## src/rtl/mem_port_arbiter_pkg.sv

```systemverilog
// mem_port_arbiter_pkg: shared memory-port types and arbiter constants
package mem_port_arbiter_pkg;
  localparam int ARB_MAX_OUTSTANDING_LIMIT = 4;
  localparam int ARB_CNT_W = $clog2(ARB_MAX_OUTSTANDING_LIMIT + 1);
  typedef enum logic [0:0] {OWN_I, OWN_D} ArbOwner;
  typedef struct packed {
    logic [31:0] addr;
    logic [31:0] data;
    logic [1:0]  fcn;
    logic [2:0]  typ;
  } MemReq;
  typedef struct packed {
    MemReq req;
    logic  req_valid;
  } MemoryIn;
  typedef struct packed {
    logic [31:0] data;
  } MemRes;
  typedef struct packed {
    MemRes res;
    logic  req_ready;
    logic  res_valid;
  } MemoryOut;
endpackage

```

## src/rtl/mem_port_arbiter_owner_fifo.sv

```systemverilog
// mem_port_arbiter_owner_fifo: in-order record of which requester owns each outstanding request
module mem_port_arbiter_owner_fifo
  import mem_port_arbiter_pkg::*;
#(
  parameter int DEPTH = 2
) (
  input  logic                 clk,
  input  logic                 rst,
  input  logic                 push,
  input  ArbOwner              push_owner,
  input  logic                 pop,
  output ArbOwner              head,
  output logic [ARB_CNT_W-1:0] count
);
  localparam int PW = DEPTH > 1 ? $clog2(DEPTH) : 1;
  ArbOwner slots [DEPTH];
  logic [PW-1:0] wr_ptr, rd_ptr;
  function automatic logic [PW-1:0] nxt(input logic [PW-1:0] p);
    return p == PW'(DEPTH - 1) ? '0 : p + 1'b1;
  endfunction
  assign head = slots[rd_ptr];
  // payload storage needs no reset; count gates every read
  always_ff @(posedge clk)
    if (push) slots[wr_ptr] <= push_owner;
  // circular pointers and occupancy, push and pop may coincide
  always_ff @(posedge clk) begin
    if (rst) begin
      wr_ptr <= '0;
      rd_ptr <= '0;
      count  <= '0;
    end else begin
      if (push) wr_ptr <= nxt(wr_ptr);
      if (pop) rd_ptr <= nxt(rd_ptr);
      count <= count + ARB_CNT_W'(push) - ARB_CNT_W'(pop);
    end
  end
endmodule

```

## src/rtl/mem_port_arbiter.sv

```systemverilog
// mem_port_arbiter: shares one memory port between fetch and data requesters with bounded fetch starvation
module mem_port_arbiter
  import mem_port_arbiter_pkg::*;
#(
  parameter int MAX_OUTSTANDING = 2,
  parameter int STARVE_LIMIT    = 3
) (
  input  logic     clk,
  input  logic     reset,
  input  MemoryIn  imem_in,
  output MemoryOut imem_out,
  input  MemoryIn  dmem_in,
  output MemoryOut dmem_out,
  output MemoryIn  mem_in,
  input  MemoryOut mem_out,
  output logic     err_orphan
);
  logic [ARB_CNT_W-1:0] count;
  ArbOwner head;
  logic [3:0] starve_cnt;
  logic busy, pop, room, force_i, grant_d, ready, accept;
  // grant, request mux and response routing are purely combinational
  always_comb begin
    busy               = count != '0;
    pop                = mem_out.res_valid && busy && !reset;
    room               = (count < ARB_CNT_W'(MAX_OUTSTANDING)) || pop;
    force_i            = starve_cnt == 4'(STARVE_LIMIT);
    grant_d            = dmem_in.req_valid && !(imem_in.req_valid && force_i);
    ready              = mem_out.req_ready && room && !reset;
    mem_in.req         = grant_d ? dmem_in.req : imem_in.req;
    mem_in.req_valid   = (grant_d ? dmem_in.req_valid : imem_in.req_valid) && room && !reset;
    accept             = mem_in.req_valid && mem_out.req_ready;
    imem_out.res       = mem_out.res;
    imem_out.req_ready = ready && !grant_d;
    imem_out.res_valid = pop && head == OWN_I;
    dmem_out.res       = mem_out.res;
    dmem_out.req_ready = ready && grant_d;
    dmem_out.res_valid = pop && head == OWN_D;
  end
  // count consecutive data wins while fetch waits; any fetch win or idle fetch clears it
  always_ff @(posedge clk) begin
    if (reset || !imem_in.req_valid || (accept && !grant_d)) starve_cnt <= '0;
    else if (accept && starve_cnt != 4'hf) starve_cnt <= starve_cnt + 4'd1;
  end
  // a response with nothing outstanding is dropped and flagged until reset
  always_ff @(posedge clk) begin
    if (reset) err_orphan <= 1'b0;
    else if (mem_out.res_valid && !busy) err_orphan <= 1'b1;
  end
  mem_port_arbiter_owner_fifo #(.DEPTH(MAX_OUTSTANDING)) u_owner_fifo (
    .clk       (clk),
    .rst       (reset),
    .push      (accept),
    .push_owner(grant_d ? OWN_D : OWN_I),
    .pop       (pop),
    .head      (head),
    .count     (count)
  );
endmodule

```

## config.mk

```make
export PLATFORM = sky130hd
export DESIGN_NAME = mem_port_arbiter
export DESIGN_NICKNAME = d
export VERILOG_FILES = /design/src/rtl/mem_port_arbiter_pkg.sv /design/src/rtl/mem_port_arbiter_owner_fifo.sv /design/src/rtl/mem_port_arbiter.sv
export SDC_FILE = /design/constraint.sdc
export NUM_CORES = 1
export LEC_CHECK = 0
export BUFFER_PORTS_ARGS = -buffer_cell sky130_fd_sc_hd__buf_2
export CAP_MARGIN = 20
export CORE_AREA = 2 2 122 124
export CTS_CLUSTER_DIAMETER = 60
export DETAILED_ROUTE_END_ITERATION = 16
export DIE_AREA = 0 0 124 126
export PLACE_DENSITY = 0.41
export REMOVE_ABC_BUFFERS = 1
export SLEW_MARGIN = 20
export SYNTH_ARGS = -nofsm -noshare
export SYNTH_HDL_FRONTEND = slang
export SYNTH_SLANG_ARGS = --single-unit
```

## constraint.sdc

```tcl
create_clock -name clk -period 2.67 [get_ports clk]
set_clock_uncertainty 0.05 [all_clocks]
set_input_delay 0.1335 -clock clk [delete_from_list [all_inputs] [get_ports clk]]
set_output_delay 0.1335 -clock clk [all_outputs]
set_load 0.02 [all_outputs]
```

# Word-level counts from Yosys, hierarchy flattened
# Memory sizes are Yosys's and may differ from the RTL's. A register that Yosys moved wholly into a read port is not among the register bits.
# Index checks and enable logic that the tools add are counted.
[totals]
ff_bits = 10
mem_bits_rw = 2
out_inout_bits = 139
elab_cells = 49
mem_count = 1
[classes]
n_addsub = 5
n_lt_le_gt_ge = 1
eq_ne = 2
n_mux = 9
n_bitwise = 1
n_reduce_logical = 25
[memory_table]
columns = ["memory", "depth", "width", "read_ports", "rd_ports_with_merged_regs", "write_ports", "line_no", "source"]
rows = [
  ["u_owner_fifo.slots", 2, 1, 1, 1, 1, "mem_port_arbiter_owner_fifo.sv:16", "ArbOwner slots [DEPTH];"],
]
[ops]
columns = ["operator", "n"]
rows = [
  ["$mux 69", 1],
  ["$logic_and 1x1->1", 16],
  ["$mux 1", 8],
  ["$logic_not 1->1", 5],
  ["$add 4x1->4 const B", 1],
  ["$eq 4x2->1 const B", 1],
  ["$ne 4x4->1 const B", 1],
  ["$add 3x1->3", 1],
  ["$logic_or 1x1->1", 3],
  ["$lt 3x2->1 const B", 1],
  ["$reduce_bool 3->1", 1],
  ["$sub 3x1->3", 1],
  ["$add 1x1->1 const B", 2],
  ["$not 1->1", 1],
]

# Longest topological paths before layout
[logic_depth]
word_depth = 10
ltp_mapped = 8
ltp_nobuf = 8

# By module
# Synthesis repeated with hierarchy kept, for this count alone.
[hier_totals]
cells_unflattened = 352
hier_area_um2 = 1973.1
[modules_own_cells]
columns = ["module", "n_inst", "cells_per_inst", "area_per_inst_um2", "seq_area_each_um2"]
rows = [
  ["mem_port_arbiter", 1, 325, 1642.8, 100.1],
  ["mem_port_arbiter_owner_fifo", 1, 27, 330.3, 180.2],
]

# Least setup slack after synthesis
# No wires, ideal clock.
[synth_path]
kind = "flip-flop to flip-flop"
from = "reg u_owner_fifo.count[1]"
to = "reg u_owner_fifo.count[2]"
setup_ns = 0.128
arrival_ns = 1.926
required_time_ns = 2.492
slack_ns = 0.566
path_stages_with_launch = 8
path_buffers = 0
synth_period_minus_slack_ns = 2.104
cell_sequence = "dfxtp_1 -> or3_4 -> a21oi_1 -> nor2_1 -> ha_1 -> fa_1 -> xor2_1 -> nor2_1"
[synth_via]
elab_chain_cells = 9
word_cells_on_any_way = 10
classes_between = "2 x add/sub; 1 x order compare; 7 x reduce/logical"
[synth_rtl]
columns = ["item", "line_no", "source"]
rows = [
  ["from (decl)", "mem_port_arbiter_owner_fifo.sv:13", "output logic [ARB_CNT_W-1:0] count"],
  ["from (signal assigned)", "mem_port_arbiter_owner_fifo.sv:34", "count <= count + ARB_CNT_W'(push) - ARB_CNT_W'(pop);"],
  ["parallel branches: the longest is 8 deep, another holds $lt 3x2->1", "-", ""],
  ["$sub 3x1->3 *", "mem_port_arbiter_owner_fifo.sv:34", ""],
]
# Every way passes the cells marked *.
# A chain may end at the register's enable or synchronous reset.

==> flow_metrics.env <==
export IMPL_cts_inserted_buffers=3
export IMPL_placement_io_buffers=218
export IMPL_share_comb_of_total_power_pct=56.0
export IMPL_num_vias=2193
export IMPL_fill_cells=1623
export IMPL_cts_root_buf="clkbuf_16"
export IMPL_post_drt_wl_per_cell_um=21.95
export IMPL_grt_use_total_pct=14.41
export IMPL_diodes=0
export IMPL_ant_nets=0
export IMPL_cts_hold_fix_buffers=0
export IMPL_final_common_cell="buf_2"
export IMPL_cp_max_fo=36
export IMPL_antenna_found_initial=1
export IMPL_hp_class="input port to flip-flop"
export IMPL_final_cell_mix="buf_2 (218), mux2_2 (69), dfxtp_1 (11), inv_1 (9), nor2_1 (7)"
export IMPL_totalWireLength_um=12070
export IMPL_core_area_sq_um=14310
export IMPL_path_clk_slew_ps=50
export IMPL_status="complete, no violations"
export IMPL_syn_cell_area_sq_um=1999
export IMPL_grt_pass1_vias=2279
export IMPL_design_die_area_sq_um=15620
export IMPL_slew_limit_headroom_pct=61.60
export IMPL_leakagePower_uw=0.001465
export IMPL_post_cts_buffers=0
export IMPL_cts_tree="built"
export IMPL_cts_sinks=13
export IMPL_p_int_uw=730.3
export IMPL_gp_routability_congestion=0.8321
export IMPL_crit_path_start_kind="flip-flop"
export IMPL_place_hpwl_um=11170
export IMPL_grt_pass1_wl_um=15750
export IMPL_vias_per_cell=3.987
export IMPL_final_cell_area_sq_um=2909
export IMPL_h_tree_depth=1
export IMPL_syn_avg_cell_area_sq_um=9.343
export IMPL_seq_area_frac_synth_pct=14.02
export IMPL_switching_power_uw=474.0
export IMPL_dpl_cell_area_sq_um=2829
export IMPL_die_h_um=126
export IMPL_ir_worst_vdd_mv=0.1749
export IMPL_swShare_pct=39.36
export IMPL_multiInputGateArea_sq_um=1166
export IMPL_finalSetupViolCount=0
export IMPL_critical_path_arrival_ps=2280
export IMPL_drc=0
export IMPL_ys_warn_count=0
export IMPL_dp_cells=546
export IMPL_fmax_mhz=406.5
export IMPL_max_cap_violations=0
export IMPL_nNetsFinal=548
export IMPL_cts_resized=0
export IMPL_tns_ps=0
export IMPL_drive_above_1_share_pct=82.24
export IMPL_drt_first_pass_iters=4
export IMPL_finalHoldViolCount=0
export IMPL_overflow=0
export IMPL_io_pins=315
export IMPL_rsz0062_at_grt="false"
export IMPL_synth_cells=214
export IMPL_cp_end_kind="output port"
export IMPL_layout_area_seq_sq_um=280.3
export IMPL_crit_type="flip-flop to output port"
export IMPL_final_cells=550
export IMPL_die_w_um=124
export IMPL_clk_latency_ps=240
export IMPL_powerDensity_nw_per_um2=414.0
export IMPL_start_util_pct=13.97
export IMPL_pwr_share_seq_pct=20.5
export IMPL_rows=44
export IMPL_drt_iter0_drc=47
export IMPL_grt_max_degree=37
export IMPL_ys_ff_latch=13
export IMPL_post_route_period_util_pct=92.13
export IMPL_timing_final_crit_period_ps=2460
export IMPL_clkPwrFrac_pct=23.5
export IMPL_area_growth_pct=45.49
export IMPL_slew_violations=0
export IMPL_tightestPinTransition_ps=576.0
export IMPL_synth_cell_type_count=35
export IMPL_clockBufferDepth=2
export IMPL_cp_required_ps=2490
## through the flow
| step | hold WS [ps] | util [%] | worst slack, ps | power (uW) |
|---|---|---|---|---|
| global placement | 217.5 | 19.76 | 389.3 | 923.6 |
| detailed placement | 217.5 | 19.76 | 360.6 | 930.5 |
| global route | 194.8 | 20.32 | 59.07 | 1299 |
| finish | 146.3 | 20.32 | 210.1 | 1204 |
| floorplan | 152.6 | - | -1221 | 646.5 |
| CTS | 149.1 | 20.32 | 186.4 | 1227 |
## logic make-up (layout without fill, tap and decap cells)
kind of cell             after synthesis  after routing  share of synthesized area, %
adder cells (fa/ha/maj)                5              5                         3.505
AO/OA/AOI/OAI                         15             15                         6.195
flip-flops                            13             13                         14.02
AND/OR/NAND/NOR                       28             28                         8.385
XOR/XNOR                               2              2                        0.8763
buffers and inverters                 81            233                         27.66
multiplexers                          70             70                         39.36
## sequential cells by signal, indices dropped and copies added (netlist names), named ones only
name	count
starve_cnt	4
u_owner_fifo.slots	2
u_owner_fifo.rd_ptr	1
err_orphan	1
u_owner_fifo.count	3
u_owner_fifo.wr_ptr	1
## metal layers
| layer | global-route usage, % | share of wire [%] |
|---|---|---|
| met1 | 15.72 | 35 |
| met2 | 20.07 | 39 |
| met3 | 14.49 | 24 |
| met4 | 1.454 | 0.80 |
| met5 | 4.934 | 0.67 |
## critical path: stages, from the launching register on
cell and delay (ps):
dfxtp_1 360, ha_1 200, inv_1 90, o41ai_4 310
buf_4 460, mux2_2 410, buf_2 180
## area by class of cell
cell class | count | share of cell area [%]
timing repair buffer | 220 | 38.45
sequential | 13 | 9.634
inverter | 9 | 1.161
tap | 184 | 7.914
clock inverter | 1 | 0.1720
multi-input combinational | 120 | 40.09
clock buffer | 3 | 2.581
## path summary, 6_finish.rpt
check	startpoint	end	slack [ps]	cells after the start
worst max-delay path	starve_cnt[1]	mem_in[34]	210	6
worst min-delay path	mem_out[0]	err_orphan	150	3
worst max register to register	u_owner_fifo.count[1]	u_owner_fifo.count[2]	330	7
worst min register to register	err_orphan	err_orphan	440	2
## cells in the mapped netlist
cell | instances | area (sq um)
nor3b_1 | 1 | 7.510
dfxtp_1 | 11 | 220.2
a41oi_1 | 1 | 8.760
nand3_1 | 2 | 10.01
nand2_1 | 1 | 3.750
nand4_1 | 1 | 6.260
edfxtp_1 | 2 | 60.06
fa_1 | 1 | 20.02
a21oi_1 | 5 | 25.02
or3b_2 | 1 | 8.760
or3_1 | 2 | 12.51
inv_1 | 9 | 33.78
a21o_1 | 1 | 7.510
nor2b_1 | 4 | 25.02
or3_4 | 1 | 11.26
buf_4 | 64 | 480.5
xnor2_1 | 1 | 8.760
a31oi_1 | 1 | 6.260
o31ai_1 | 1 | 7.510
nor3_1 | 3 | 15.01
and2_2 | 1 | 7.510
clkbuf_1 | 1 | 3.750
a311oi_2 | 1 | 15.01
a311o_2 | 1 | 11.26
nor2_1 | 7 | 26.28
xor2_1 | 1 | 8.760
mux2i_1 | 1 | 10.01
mux2_2 | 69 | 777.0
o21ai_0 | 3 | 15.01
and3_2 | 2 | 15.01
o41ai_4 | 1 | 27.53
nand4bb_1 | 1 | 11.26
buf_2 | 7 | 35.03
or4_1 | 1 | 7.510
ha_1 | 4 | 50.05
## power groups by stage
stage               Combinational [uW]  Clock [uW]  Sequential [uW]
floorplan                          396           0              251
global placement                   676           0              248
detailed placement                 681           0              250
CTS                                686         294              246
global route                       744         307              249
finish                             674         284              247
(Power assumes the default switching activity.)
